`src/rtl/ex_muldiv_if.sv`:
```
// Request/response bundle between the ID/EX register and the iterative
// multiply/divide unit.
interface ex_muldiv_if #(
    parameter int unsigned WordSize = 32
);
    logic                start;
    logic [2:0]          funct3;
    logic [WordSize-1:0] a;
    logic [WordSize-1:0] b;
    logic [4:0]          rdn_in;
    logic                flush;
    logic                stall;
    logic                busy;
    logic                done;
    logic [WordSize-1:0] result;
    logic [4:0]          rdn;

    modport master (
        output start, funct3, a, b, rdn_in, flush,
        input  stall, busy, done, result, rdn
    );

    modport slave (
        input  start, funct3, a, b, rdn_in, flush,
        output stall, busy, done, result, rdn
    );
endinterface

```
`src/rtl/ex_muldiv.sv`:
```
// Iterative RV32M multiply/divide unit: shift-add multiply and restoring
// divide on operand magnitudes, one bit per cycle, sign fix-up at the end.
module ex_muldiv #(
    parameter int unsigned WordSize = 32
) (
    input  logic     clk,
    input  logic     rstn,
    ex_muldiv_if.slave mdu
);
    localparam int unsigned W    = WordSize;
    localparam int unsigned CntW = $clog2(WordSize);

    localparam logic [1:0] IDLE = 2'b00;
    localparam logic [1:0] CALC = 2'b01;
    localparam logic [1:0] FIX  = 2'b10;

    logic [1:0]      state_q, state_d;
    logic [CntW-1:0] cnt_q, cnt_d;
    logic [2*W-1:0]  acc_q, acc_d;
    logic [W-1:0]    m_q, m_d;
    logic            is_mul_q, is_mul_d;
    logic            sel_hi_q, sel_hi_d;
    logic            neg_q, neg_d;
    logic [4:0]      rdn_lat_q, rdn_lat_d;
    logic            done_q, done_d;
    logic            busy_q, busy_d;
    logic [W-1:0]    result_q, result_d;
    logic [4:0]      rdn_q, rdn_d;

    // Operand decode for the request presented in IDLE
    logic         op_mul, a_signed, b_signed, a_neg, b_neg;
    logic [W-1:0] a_mag, b_mag;
    logic         div0, ovf, special;
    logic [W-1:0] special_val;

    always_comb begin
        op_mul   = ~mdu.funct3[2];
        a_signed = (mdu.funct3 == 3'b001) || (mdu.funct3 == 3'b010) ||
                   (mdu.funct3 == 3'b100) || (mdu.funct3 == 3'b110);
        b_signed = (mdu.funct3 == 3'b001) || (mdu.funct3 == 3'b100) ||
                   (mdu.funct3 == 3'b110);
        a_neg    = a_signed & mdu.a[W-1];
        b_neg    = b_signed & mdu.b[W-1];
        a_mag    = a_neg ? (W'(0) - mdu.a) : mdu.a;
        b_mag    = b_neg ? (W'(0) - mdu.b) : mdu.b;
        div0     = mdu.funct3[2] & (mdu.b == '0);
        ovf      = mdu.funct3[2] & ~mdu.funct3[0] &
                   (mdu.a == {1'b1, {(W-1){1'b0}}}) & (mdu.b == {W{1'b1}});
        special  = div0 | ovf;
        if (div0) special_val = mdu.funct3[1] ? mdu.a : {W{1'b1}};
        else      special_val = mdu.funct3[1] ? '0 : mdu.a;
    end

    // One iteration of each algorithm; acc holds {hi, lo}
    logic [W:0]     mul_sum, div_shift, div_diff;
    logic [2*W-1:0] mul_next, div_next;

    always_comb begin
        mul_sum   = {1'b0, acc_q[2*W-1:W]} + (acc_q[0] ? {1'b0, m_q} : '0);
        mul_next  = {mul_sum, acc_q[W-1:1]};
        div_shift = {acc_q[2*W-1:W], acc_q[W-1]};
        div_diff  = div_shift - {1'b0, m_q};
        div_next  = div_diff[W] ? {div_shift[W-1:0], acc_q[W-2:0], 1'b0}
                                : {div_diff[W-1:0],  acc_q[W-2:0], 1'b1};
    end

    // Sign correction: multiply negates the full product, divide one word
    logic [2*W-1:0] mul_full;
    logic [W-1:0]   div_word, fix_res;

    always_comb begin
        mul_full = neg_q ? ((2*W)'(0) - acc_q) : acc_q;
        div_word = sel_hi_q ? acc_q[2*W-1:W] : acc_q[W-1:0];
        if (neg_q) div_word = W'(0) - div_word;
        if (is_mul_q) fix_res = sel_hi_q ? mul_full[2*W-1:W] : mul_full[W-1:0];
        else          fix_res = div_word;
    end

    always_comb begin
        state_d   = state_q;
        cnt_d     = cnt_q;
        acc_d     = acc_q;
        m_d       = m_q;
        is_mul_d  = is_mul_q;
        sel_hi_d  = sel_hi_q;
        neg_d     = neg_q;
        rdn_lat_d = rdn_lat_q;
        done_d    = 1'b0;
        result_d  = result_q;
        rdn_d     = rdn_q;

        case (state_q)
            IDLE: begin
                if (mdu.start && !mdu.flush) begin
                    rdn_lat_d = mdu.rdn_in;
                    cnt_d     = '0;
                    if (special) begin
                        state_d  = FIX;
                        is_mul_d = 1'b0;
                        sel_hi_d = 1'b0;
                        neg_d    = 1'b0;
                        acc_d    = {{W{1'b0}}, special_val};
                    end else begin
                        state_d  = CALC;
                        is_mul_d = op_mul;
                        sel_hi_d = op_mul ? (mdu.funct3[1:0] != 2'b00) : mdu.funct3[1];
                        neg_d    = (!op_mul && mdu.funct3[1]) ? a_neg : (a_neg ^ b_neg);
                        m_d      = op_mul ? a_mag : b_mag;
                        acc_d    = {{W{1'b0}}, op_mul ? b_mag : a_mag};
                    end
                end
            end
            CALC: begin
                acc_d = is_mul_q ? mul_next : div_next;
                cnt_d = CntW'(cnt_q + 1'b1);
                if (cnt_q == CntW'(W - 1)) state_d = FIX;
            end
            FIX: begin
                done_d   = 1'b1;
                result_d = fix_res;
                rdn_d    = rdn_lat_q;
                state_d  = IDLE;
            end
            default: state_d = IDLE;
        endcase

        if (mdu.flush) begin
            state_d  = IDLE;
            done_d   = 1'b0;
            result_d = result_q;
            rdn_d    = rdn_q;
        end

        busy_d = (state_d != IDLE);
    end

    always_ff @(posedge clk or negedge rstn) begin
        if (!rstn) begin
            state_q   <= IDLE;
            cnt_q     <= '0;
            acc_q     <= '0;
            m_q       <= '0;
            is_mul_q  <= 1'b0;
            sel_hi_q  <= 1'b0;
            neg_q     <= 1'b0;
            rdn_lat_q <= '0;
            done_q    <= 1'b0;
            busy_q    <= 1'b0;
            result_q  <= '0;
            rdn_q     <= '0;
        end else begin
            state_q   <= state_d;
            cnt_q     <= cnt_d;
            acc_q     <= acc_d;
            m_q       <= m_d;
            is_mul_q  <= is_mul_d;
            sel_hi_q  <= sel_hi_d;
            neg_q     <= neg_d;
            rdn_lat_q <= rdn_lat_d;
            done_q    <= done_d;
            busy_q    <= busy_d;
            result_q  <= result_d;
            rdn_q     <= rdn_d;
        end
    end

    // Stall is forced low while reset is held so upstream never freezes on it
    assign mdu.stall  = rstn & (((state_q == IDLE) & mdu.start & ~mdu.flush) |
                                (state_q == CALC));
    assign mdu.busy   = busy_q;
    assign mdu.done   = done_q;
    assign mdu.result = result_q;
    assign mdu.rdn    = rdn_q;
endmodule

```
`src/flat_wrapper.sv`:
```
// flat-port wrapper written by rule: the top's interface ports become plain ports
module ex_muldiv_flat 
#(
    parameter int unsigned WordSize = 32
)
  (clk, rstn, mdu_start, mdu_funct3, mdu_a, mdu_b, mdu_rdn_in, mdu_flush, mdu_stall, mdu_busy, mdu_done, mdu_result, mdu_rdn);
  ex_muldiv_if #(.WordSize(WordSize)) mdu_i ();
  input  logic clk;
  input  logic rstn;
  input wire logic [$bits(mdu_i.start)-1:0] mdu_start;
  input wire logic [$bits(mdu_i.funct3)-1:0] mdu_funct3;
  input wire logic [$bits(mdu_i.a)-1:0] mdu_a;
  input wire logic [$bits(mdu_i.b)-1:0] mdu_b;
  input wire logic [$bits(mdu_i.rdn_in)-1:0] mdu_rdn_in;
  input wire logic [$bits(mdu_i.flush)-1:0] mdu_flush;
  output wire logic [$bits(mdu_i.stall)-1:0] mdu_stall;
  output wire logic [$bits(mdu_i.busy)-1:0] mdu_busy;
  output wire logic [$bits(mdu_i.done)-1:0] mdu_done;
  output wire logic [$bits(mdu_i.result)-1:0] mdu_result;
  output wire logic [$bits(mdu_i.rdn)-1:0] mdu_rdn;
  assign mdu_i.start = mdu_start;
  assign mdu_i.funct3 = mdu_funct3;
  assign mdu_i.a = mdu_a;
  assign mdu_i.b = mdu_b;
  assign mdu_i.rdn_in = mdu_rdn_in;
  assign mdu_i.flush = mdu_flush;
  assign mdu_stall = mdu_i.stall;
  assign mdu_busy = mdu_i.busy;
  assign mdu_done = mdu_i.done;
  assign mdu_result = mdu_i.result;
  assign mdu_rdn = mdu_i.rdn;
  ex_muldiv #(.WordSize(WordSize)) u_core (.clk(clk), .rstn(rstn), .mdu(mdu_i));
endmodule
```
`config.mk`:
```
export PLATFORM = sky130hd
export DESIGN_NAME = ex_muldiv_flat
export DESIGN_NICKNAME = d
export VERILOG_FILES = /design/src/rtl/ex_muldiv_if.sv /design/src/rtl/ex_muldiv.sv /design/src/flat_wrapper.sv
export SDC_FILE = /design/constraint.sdc
export NUM_CORES = 1
export LEC_CHECK = 0
export CAP_MARGIN = 20
export CELL_PAD_IN_SITES_DETAIL_PLACEMENT = 1
export CELL_PAD_IN_SITES_GLOBAL_PLACEMENT = 1
export CORE_MARGIN = 4
export CORE_UTILIZATION = 45
export DETAILED_ROUTE_END_ITERATION = 7
export PLACE_DENSITY = 0.91
export SLEW_MARGIN = 20
export SYNTH_ARGS = -nofsm -noshare
export SYNTH_HDL_FRONTEND = slang
export SYNTH_SLANG_ARGS = --single-unit
```
`constraint.sdc`:
```
create_clock -name clk -period 4.5 [get_ports clk]
set_input_delay 0.9 -clock clk [delete_from_list [all_inputs] [get_ports clk]]
set_output_delay 0.9 -clock clk [all_outputs]
set_load 0.05 [all_outputs]
```
Word level (Yosys, flattened, before mapping):

Index checks and enable logic that the tools add are counted.

* bits in registers: 150
* bits of input ports: 76
* output and inout port bits: 40

* $add $sub $neg: 7
* equal/unequal tests: 10
* mux-type cells: 32
* bitwise gates (word level): 16
* reductions and logical operators: 17

Operators by type and width (number)
* 32-bit 2-to-1 mux: 13
* 64-bit 2-to-1 mux: 4
* 64-bit one-hot mux with 2 select lines: 1
* 1-bit by 32-bit subtractor with 32-bit output (first input constant): 3
* 32-bit equality test (second input constant): 2
* 1-bit by 64-bit subtractor with 64-bit output (first input constant): 1
* 32-bit by 33-bit adder with 33-bit output: 1
* 33-bit by 32-bit subtractor with 33-bit output: 1
* 32-bit logical NOT: 1
* 5-bit one-hot mux with 2 select lines: 1
* 1-bit bitwise AND: 9
* 2-bit 2-to-1 mux: 4
* 1-bit 2-to-1 mux: 7
* 3-bit equality test (second input constant): 2
* 2-bit AND reduction: 3
* 2-bit nonzero test: 3
* 5-bit by 1-bit adder with 5-bit output (second input constant): 1
* 5-bit equality test (second input constant): 1
* 1-bit logical OR: 5
* 5-bit 2-to-1 mux: 1
* 1-bit inverter: 4
* 2-bit one-hot mux with 2 select lines: 1
* 3-bit by 1-bit equality test with 1-bit output (second input constant): 1
* 3-bit by 2-bit equality test with 1-bit output (second input constant): 1
* 9 further kinds: 11

Logic depth before layout (Yosys ltp):

Gate-level depths: netlist of run 1.

* word-level depth: 10
* depth in mapped cells: 17

Worst setup path after synthesis of run 1:

OpenSTA, ideal clock, no wires.

* path type: reg2reg
* start point: register u_core.sel_hi_q
* end point: register u_core.result_q[28] (netlist: u_core.mdu.result[28])
* setup time: 136 ps
* arrival time: 3933 ps
* required time: 4364 ps
* slack: 431 ps
* stages on the path, launching flop included: 18
* path buffers: 7
* period minus slack after synthesis: 4069 ps
* path through: dfrtp_1 -> clkbuf_1 -> buf_2 -> buf_2 -> buf_2 -> buf_2 -> buf_1 -> clkbuf_1 -> mux2i_1 -> ha_1 -> nor4b_1 -> o21ai_0 -> o41a_1 -> a21oi_1 -> xnor2_1 -> nor2_1 -> a21oi_1 -> o21ai_0

* word-level cells in the longest chain between the ends: 4
* elaborated cells between the ends (all ways): 5
* classes of those cells: add/sub: 1; mux: 4

Ends and longest elaborated chain
* start: declaration: line ex_muldiv.sv:22 `logic sel_hi_q, sel_hi_d;`
* start signal: assignment: line ex_muldiv.sv:157 `sel_hi_q <= sel_hi_d;`
* 32-bit 2-to-1 mux: line ex_muldiv.sv:73 `div_word = sel_hi_q ? acc_q[2*W-1:W] : acc_q[W-1:0];`
* 1-bit by 32-bit subtractor with 32-bit output: line ex_muldiv.sv:74 `if (neg_q) div_word = W'(0) - div_word;`
* 32-bit 2-to-1 mux: line ex_muldiv.sv:74
* 32-bit 2-to-1 mux (*): line ex_muldiv.sv:75 `if (is_mul_q) fix_res = sel_hi_q ? mul_full[2*W-1:W] : mul_full[W-1:0];`
* end signal: assignment: line ex_muldiv.sv:162 `result_q <= result_d;`
* end: declaration: line ex_muldiv.sv:27 `logic [W-1:0] result_q, result_d;`

Mark *: on every way between the ends. The rest lies on a longest branch, timed or not.
A chain may end at the register's enable or synchronous reset.

Worst setup path in the final report of run 1:

* start point: register u_core.acc_q[39]
* end point: register u_core.acc_q[63]

* word-level cells in the longest chain between the ends: 4
* elaborated cells between the ends (all ways): 5
* classes of those cells: add/sub: 2; mux: 3

Ends and longest elaborated chain
* start: declaration: line ex_muldiv.sv:19 `logic [2*W-1:0] acc_q, acc_d;`
* start signal: assignment: line ex_muldiv.sv:141 `acc_q <= '0;`
* start signal: assignment: line ex_muldiv.sv:154 `acc_q <= acc_d;`
* 33-bit by 32-bit subtractor with 33-bit output: line ex_muldiv.sv:62 `div_diff = div_shift - {1'b0, m_q};`
* 64-bit 2-to-1 mux: line ex_muldiv.sv:63 `div_next = div_diff[W] ? {div_shift[W-1:0], acc_q[W-2:0], 1'b0}`
* 64-bit 2-to-1 mux (*): line ex_muldiv.sv:114 `acc_d = is_mul_q ? mul_next : div_next;`
* 64-bit one-hot mux with 2 select lines (*): line ex_muldiv.sv:92 `case (state_q)`

Marks and branches as above.

==> reports/results.tsv, run 1 <==
metric	value	unit
status	complete, no violations	
rsz0062_at_grt	false	
dr.pass1.iters	5	
grtUsageMet3	7.11	%
io_pins	116	
syn_inst	2133	
nFillCells	4312	
maxCapViolCount	0	
setup_viol_count_final	0	
ys_warn_count	0	
drt_iter0_drc	1653	
worstReg2RegEnd	u_core.acc_q[63]	
die-width	195	um
clock-sinks	150	
worstPathArrival	4470	ps
final_cell_mix	nand2_1, o21ai_0, nor2_1, a21oi_1, dfrtp_1	
cellLeakagePower	0.00748	uW
hold_viol	0	
routed_via_density	6.56	
wl	65.2	mm
numPortBuffers	115	
slew_headroom	37.1	%
ctsResizeCount	0	
rr_startpoint	u_core.acc_q[39]	
critPathRequiredTime	4850	ps
r2r_cells	10	
drcViolationCount	0	
htreeDepth	4	
min_path_type	primary input to asynchronous set/reset pin	
synth_area	0.0158	sq mm
gr-total-overflow	0	
row_count	68	
grt_pass1_wl	102	mm
fin_ws	373	ps
clk_latency	460	ps
crit_type	flip-flop to flip-flop	
seqCellArea	0.00376	sq mm
grt_max_degree	74	
synth.avg_cell_area	7.41	sq um
path_max_fanout	9	
start_util	45.7	%
maxSlewViolCount	0	
max-vdd-ir-drop	0.305	mV
multiInputGateArea	0.0112	sq mm
worst_slew_pin_slew	943	ps
dpl.hpwl	49.5	mm
post-route-period-util	91.7	%
grt_antenna_before_repair	2	
gp_congestion	0.990	
met2_usage	54.3	%
cts_max_path_buffers	2	
critPathLaunchType	flip-flop	
fin_crit	4130	ps
worst-r2r-setup-slack	370	ps
fin_skew	13.3	ps
via_count	17300	
wl_per_cell	24.7	um
synth_ff_type	dfrtp_1	
synth-edff-count	0	
path_clk_slew	70	ps
grt_pass1_vias	17900	
ant_nets	0	
tritoncts	built	
synth-seq-cells	150	
die_area	0.0382	sq mm
drive_above_1_share	7.22	%
synth_fp_nets	2282	
fmax	242	MHz
cts_hold_buffers	0	
post_cts_buffers	0	
preCtsSetupSlack	113	ps
finalSetupTns	0	ps
coreArea	0.0345	sq mm
nets	2324	
p_per_area	622	mW/mm^2
grt.met1_usage	41.6	%
numCtsBuffers	17	
yosysSeqAreaShare	23.8	%
grt-busiest-layer	met2	
die_y	195	um
track_usage	33.3	%
end_kind	flip-flop	
final_common_cell	nand2_1	
ys_types	79	
area_delta_synth_final	14.2	%
async_reset_ff_share	100	%
clockRootBuffer	clkbuf_16	
power by group:
group	total, uW	internal, uW	leakage (uW)	switching [uW]
Clock	1470	748	0.000277	724
Combinational	7260	2820	0.00531	4430
Sequential	2500	1680	0.00189	814
worst max-delay path by stage:
stage,cells past startpoint,to,slack (ps),startpoint
after floorplan,17,u_core.mdu.result[28],430,u_core.sel_hi_q
after global placement,10,u_core.acc_q[23],240,mdu_b[9]
after detailed placement,9,u_core.acc_q[8],110,mdu_b[9]
after CTS,10,u_core.acc_q[63],530,u_core.acc_q[39]
after global routing,10,u_core.acc_q[63],180,u_core.acc_q[39]
final,10,u_core.acc_q[63],370,u_core.acc_q[39]
per-stage QoR:
stage / hold slack, ps / instances / cell area [sq um] / power (uW) / utilization [%]
6_report: 316 / 2645 / 18000 / 11200 / 52.2
3_5_place_dp: 458 / 2611 / 17500 / 9390 / 50.5
3_3_place_gp: 447 / 2611 / 17500 / 9010 / 50.5
4_1_cts: 319 / 2643 / 18000 / 11000 / 52.2
2_1_floorplan: 439 / 2133 / 15800 / 7120 / -
5_1_grt: 337 / 2643 / 18000 / 11900 / 52.2
worst max-delay path, cell delays in order (launching register included):
cell and delay (ps):
dfrtp_1 560, ha_1 520, nand4_1 210, nor2_1 160
o21ai_0 220, a21oi_1 370, a41oi_1 310, o31ai_1 680
a211oi_1 220, or4_1 500, a311oi_1 260
state kept, by name, summed over array words and instances, names as in the netlist:
signal / count
u_core.cnt_q: 5
u_core.sel_hi_q: 1
u_core.neg_q: 1
u_core.acc_q: 64
u_core.mdu.busy: 1
u_core.is_mul_q: 1
u_core.state_q: 2
u_core.mdu.done: 1
u_core.mdu.result: 32
u_core.mdu.rdn: 5
u_core.rdn_lat_q: 5
u_core.m_q: 32
final cells by class:
type / count / area share, %
clock buffers: 18 / 2.43
flip-flops and latches: 150 / 20.9
multi-input cells: 1751 / 61.9
repair buffers: 185 / 9.40
diodes: 2 / 0.0277
inverters: 70 / 1.46
clock inverters: 14 / 0.749
well taps: 455 / 3.16
cells in the mapped netlist (6+ instances only):
master      n  area, sq um
clkbuf_1  129          484
or2_2       7         43.8
ha_1       71          888
nand3_1    34          170
o211ai_1   25          188
nand2b_1   31          194
mux2i_1    79          791
nor3_1     59          295
xor2_1     86          753
a21o_1     32          240
o21ai_1     7         35.0
buf_1      18         67.6
nor2_1    213          800
o311a_1     7         70.1
buf_2      11         55.1
o21ai_0   221         1110
or4_1      14          105
o31ai_1    37          278
mux2_2     12          135
inv_1      69          259
nand4_1    16          100
nor2b_1     9         56.3
a31oi_1    14         87.6
a21oi_1   167          836
a211oi_1   44          330
a211oi_2   10          125
dfrtp_1   150         3750
nand2_1   250          938
o21a_1     10         75.1
o221ai_1    6         52.6
and3_1     16          100
o41ai_1    21          184
a22oi_1    11         82.6
xnor2_1   116         1020
nor4_1     15         93.8
or3_1      23          144
nor3b_1    10         75.1
metal layers:
metal / vias up / part of all wire [%]
met5: - / 0.040
met3: 233 / 8.1
met4: 4 / 5.6
li1: 7706 / -
met1: 8541 / 40
met2: 855 / 46
logic make-up (layout without fill, tap and decap cells):
family / count (synthesis) / after routing / share of synthesized area [%]
xor+xnor: 203 / 203 / 11.3
mux: 91 / 91 / 5.86
buf+inv: 232 / 287 / 5.71
flops: 150 / 150 / 23.8
compound gates: 663 / 663 / 26.3
other cells: 0 / 2 / 0
fa+ha+maj: 73 / 73 / 5.88
simple gates: 721 / 721 / 21.2
Note: power is estimated with default switching activity, not from simulation.
==> run 2, diff against run 1 <==
==> constraint.sdc (replaced) <==
create_clock -name clk -period 4.6 [get_ports clk]
set_input_delay 0.92 -clock clk [delete_from_list [all_inputs] [get_ports clk]]
set_output_delay 0.92 -clock clk [all_outputs]
set_load 0.05 [all_outputs]
==> reports/results.tsv, run 2 (synthesized netlist as in run 1, its figures left out) <==
metric	value	unit	change
coreArea	0.0345	sq mm	unchanged
drive_above_1_share	6.80	%	was 7.22%
grt_pass1_vias	18400		was 17,900
row_count	68		unchanged
rsz0062_at_grt	false		unchanged
critPathRequiredTime	4890	ps	was 4850 ps
wl_per_cell	25.3	um	was 24.7 um
min_path_type	primary input to asynchronous set/reset pin		unchanged
via_count	17500		was 17,300
io_pins	116		unchanged
slew_headroom	33.7	%	was 37.1%
track_usage	34.0	%	was 33.3%
crit_chain	buf_4 -> nor3b_1 -> o22ai_1 -> nand2b_1 -> nor3_1 -> nand3_1 -> o31ai_1 -> xor2_1 -> o32ai_1 -> o21ai_0		was ha_1 -> nand4_1 -> nor2_1 -> o21ai_0 -> a21oi_1 -> a41oi_1 -> o31ai_1 -> a211oi_1 -> or4_1 -> a311oi_1
dr.pass1.iters	5		unchanged
wl	66.6	mm	was 65.2 mm
ctsResizeCount	0		unchanged
p_per_area	624	mW/mm^2	was 622 mW/mm^2
setup_viol_count_final	0		unchanged
hold_viol	0		unchanged
end_kind	flip-flop		unchanged
cts_max_path_buffers	2		unchanged
clock-sinks	150		unchanged
worst_path_max_delay_cell	dfrtp_4		was o31ai_1
rr_startpoint	u_core.sel_hi_q		was u_core.acc_q[39]
dpl.hpwl	48.6	mm	was 49.5 mm
cellLeakagePower	0.00747	uW	was 0.00748 uW
slowest_delay	780	ps	was 680 ps
path_max_fanout	53		was 9
max-vdd-ir-drop	0.371	mV	was 0.305 mV
die_y	195	um	unchanged
grt_max_degree	84		was 74
tritoncts	built		unchanged
status	complete, no violations		unchanged
power	11200	uW	about the same
nFillCells	4302		was 4,312
gr-total-overflow	0		unchanged
worst-r2r-setup-slack	290	ps	was 370 ps
grt_antenna_before_repair	1		was 2
numCtsBuffers	17		unchanged
clockRootBuffer	clkbuf_16		unchanged
fin_skew	17.8	ps	was 13.3 ps
regMostFlops	u_core.acc_q		unchanged
routed_via_density	6.63		was 6.56
numPortBuffers	115		unchanged
clk_latency	460	ps	about the same
r2r_cells	10		unchanged
path_clk_slew	80	ps	was 70 ps
worst_slew_pin_slew	994	ps	was 943 ps
gp_congestion	1.00		was 0.990
maxSlewViolCount	0		unchanged
maxCapViolCount	0		unchanged
fmax	232	MHz	was 242 MHz
worst-path-stages	10		unchanged
finalSetupTns	0	ps	unchanged
worstPathArrival	4600	ps	was 4470 ps
crit_type	flip-flop to flip-flop		unchanged
post-route-period-util	93.7	%	was 91.7%
critPathLaunchType	flip-flop		unchanged
final_common_cell	nand2_1		unchanged
die-width	195	um	unchanged
post_cts_buffers	0		unchanged
drt_iter0_drc	2102		was 1,653
drcViolationCount	0		unchanged
largest_reg_flops	64		unchanged
die_area	0.0382	sq mm	unchanged
area_delta_synth_final	14.1	%	was 14.2%
fin_crit	4310	ps	was 4130 ps
final_cell_mix	nand2_1, o21ai_0, nor2_1, a21oi_1, dfrtp_1		unchanged
worstReg2RegEnd	u_core.mdu.result[31]		was u_core.acc_q[63]
start_util	45.7	%	unchanged
critPathBufInv	1		was 0
nets	2314		was 2,324
ant_nets	0		unchanged
grt_pass1_wl	105	mm	was 102 mm
cts_hold_buffers	0		unchanged
crit_family	simple AND/OR/NAND/NOR gates		was compound AO/OA/AOI/OAI gates
htreeDepth	4		unchanged
run 2: changes by cell type in the layout (fill, tap and decap cells not counted):
cell | previous run | this run
buf_12 | 2 | 3
clkinv_2 | 0 | 1
clkinvlp_4 | 2 | 0
clkinv_8 | 1 | 0
inv_6 | 6 | 7
bufinv_16 | 0 | 3
clkinv_4 | 2 | 0
buf_4 | 69 | 58
clkbuf_8 | 1 | 0
diode_2 | 2 | 1
inv_8 | 3 | 4
run 2: stage by stage:
| stage | cells | utilization, % | hold WS, ps | setup slack [ps] | area [sq um] |
|---|---|---|---|---|---|
| floorplan | 2133 | - | 439 | 531 | 15800 |
| global placement | 2601 | 50.4 | 447 | 329 | 17400 |
| detailed placement | 2601 | 50.4 | 466 | 237 | 17400 |
| CTS | 2633 | 52.2 | 379 | 448 | 18000 |
| global route | 2633 | 52.2 | 395 | 166 | 18000 |
| finish | 2634 | 52.2 | 362 | 289 | 18000 |
run 2: routing by layer:
layer	GRT usage (%)	up-vias	routed length [um]
li1	-	7683	-
met1	41.7	8477	26000
met2	55.9	983	30700
met3	7.57	314	5630
met4	18.1	2	4260
met5	0	-	7
run 2: how the worst max path moves through the flow:
stage | startpoint | to | slack [ps]
3_5_place_dp | mdu_b[9] | u_core.acc_q[2] | 240
6_report | u_core.sel_hi_q | u_core.mdu.result[31] | 290
4_1_cts | u_core.sel_hi_q | u_core.mdu.result[31] | 450
2_1_floorplan | u_core.sel_hi_q | u_core.mdu.result[28] | 530
5_1_grt | u_core.acc_q[0] | u_core.acc_q[63] | 170
3_3_place_gp | mdu_b[9] | u_core.acc_q[17] | 330
run 2: power by group:
part	internal [uW]	total [uW]	switching (uW)
combinational	2770	7130	4370
sequential	1650	2500	850
clock	882	1610	727
total	5300	11200	5940
run 2: worst reg2reg max path, stage by stage (launching register included):
cell and delay (ps):
dfrtp_4 780, buf_4 620, nor3b_1 510, o22ai_1 210, nand2b_1 280, nor3_1 400
nand3_1 210, o31ai_1 570, xor2_1 160, o32ai_1 270, o21ai_0 130
run 2: final cells by class:
| type | count | area [sq um] | share of cell area [%] |
|---|---|---|---|
| multi-input combinational | 1751 | 11200 | 62.0 |
| sequential | 150 | 3760 | 20.9 |
| timing repair buffer | 175 | 1630 | 9.06 |
| tap | 455 | 569 | 3.16 |
| clock buffer | 17 | 425 | 2.36 |
| inverter | 70 | 263 | 1.46 |
| clock inverter | 15 | 201 | 1.12 |
| antenna | 1 | 2.50 | 0.0139 |
==> variant, RTL diff (settings of run 2) <==
Reset style: synchronous (`rstn`), changed in one clocked block.
--- a/src/rtl/ex_muldiv.sv
+++ b/src/rtl/ex_muldiv.sv
@@ -134,7 +134,7 @@
         busy_d = (state_d != IDLE);
     end
 
-    always_ff @(posedge clk or negedge rstn) begin
+    always_ff @(posedge clk) begin
         if (!rstn) begin
             state_q   <= IDLE;
             cnt_q     <= '0;
Formal check against the unedited RTL: differs if rstn is asserted again (counterexample within 4 cycles, from zero or initial values and one cycle with rstn low); with rstn held inactive, the same outputs for 4 cycles.
==> variant against run 2 <==
- global-route usage grew 1.8 points
- synthesized cell count up 3.7%
- worst hold slack gained 0.093 ns
- maximum frequency grew 0.69%
- wire length grew 5.3%
- setup slack improved by 0.030 ns
- design area increased by 0.24%
- sequential cell count stayed put
- area after synthesis decreased by 0.53%
Power is not compared: it rests on default switching activity, and its combinational part moved more than twofold at a synthesized area within 25%.
==> variant: results (changes against run 2) <==
Status
  • Status: finished, final reports clean

Layout
  • Signal buf overhead: 0.106 (+0.0151)
  • Multi-input gate count: 1,811 (+3.4%)
  • # diodes: 0 (-1)
  • Sequential cell area share: 0.167 (-0.0420)
  • Final cell count without fillers: 2,729 (+3.6%)
  • Area grow syn2layout: 15.0%
  • Signal buffers: 212 (+21%)
  • Clock buffer cells: 21 (+4)
  • Final-layout clock-cell area share: 0.0320 (-0.00278)

Critical path
  • Slowest stage delay, CP: 0.86 ns (+0.08 ns)
  • Crit path max-delay cell type: a311oi_1
  • R2R setup slack: 0.32 ns (+0.03 ns)
  • WP data arrival: 4.62 ns (+0.02 ns)
  • Reg2Reg Depth: 13 (+3)
  • Reg2reg end: u_core.acc_q[55]$_SDFFE_PN0P_
  • Largest fanout on the critical path: 9 (-83%)

Yosys
  • Synth unique cells: 88 (+11%)
  • Syn_nets: 2,360 (+3.4%)
  • Ys async rst share: 0 (-1.00)
  • Area contributors post-synth: dfxtp_1 19%, a21oi_1 7.2%, o21ai_0 6.1%
  • Mean Syn Cell Area: 7.11 um2 (-4.0%)
  • Seq/Total Area, Yosys: 0.191 (-0.0465)
  • Top cells by count, synth: 226 x a21oi_1, 208 x nand2_1, 207 x nor2_1

STA
  • Clk_skew: 0.0114 ns (-0.00645 ns)
  • Worst-Margin Slew: 1.08 ns (+0.0878 ns)
  • Worst hold margin: 0.455 ns (+0.0926 ns)

Place
  • Setup WS pre-CTS: 0.181 ns (-0.0557 ns)
  • Placed cell count: 2,698 (+3.7%)
  • Gpl congestion: 1.10 (+10%)
  • Placed wire-length estimate: 54,100 um (+11%)
  • Post-place instance area: 17,500 um2 (+0.53%)

Global routing
  • Initial antenna violation count: 0 (-1)
  • All-layer global routing usage: 0.358 (+0.0176)
  • Vias in the first global route: 18,302 (-0.39%)
  • First-pass GRT wire length: 109,000 um (+3.4%)

Drt
  • 1st-iter DRT viols: 1,786 (-15%)
  • Routed wire length: 70,100 um (+5.3%)

Min path
  • Class of the worst hold path: reg2reg
## variant: metal layers
layer	track usage	vias up	part of all wire
li1	-	8106	-
met1	0.464	8809	0.42
met2	0.584	819	0.46
met3	0.0459	226	0.059
met4	0.187	0	0.059
met5	0	-	0
## variant: how the worst max path moves through the flow
stage / endpoint / from / slack, ns / cells past startpoint
floorplan: u_core.mdu.result[28]$_SDFFE_PN0P_ / u_core.sel_hi_q$_SDFFE_PN0P_ / 0.36 / 16
global placement: u_core.m_q[14]$_SDFFE_PN0P_ / mdu_a[12] / 0.20 / 11
detailed placement: u_core.acc_q[26]$_SDFFE_PN0P_ / mdu_a[12] / 0.18 / 10
CTS: u_core.acc_q[55]$_SDFFE_PN0P_ / u_core.acc_q[0]$_SDFFE_PN0P_ / 0.48 / 13
global route: u_core.acc_q[55]$_SDFFE_PN0P_ / u_core.acc_q[0]$_SDFFE_PN0P_ / 0.23 / 13
finish: u_core.acc_q[55]$_SDFFE_PN0P_ / u_core.acc_q[0]$_SDFFE_PN0P_ / 0.32 / 13
## variant: report_power, final
| part | switching, W | total (W) | internal, W |
|---|---|---|---|
| sequential | 0.0000869 | 0.00143 | 0.00135 |
| combinational | 0.000950 | 0.00152 | 0.000567 |
| clock | 0.000644 | 0.00145 | 0.000804 |
## variant: worst max-delay path: cells and delay by family, from the launching register on
family	cells	cell delay, ns
AND/OR/NAND/NOR	2	0.41
AO/OA/AOI/OAI	8	2.45
adder cells (fa/ha/maj)	2	0.61
buffers and inverters	1	0.07
flip-flops	1	0.62
## variant: kinds of logic after synthesis
group,synth area share
DFF,0.191
AOI/OAI and AO/OA,0.286
adders and majority gates,0.0699
buffers and inverters,0.0639
xor gates and xnor gates,0.110
muxes,0.0665
and+or+nand+nor,0.213
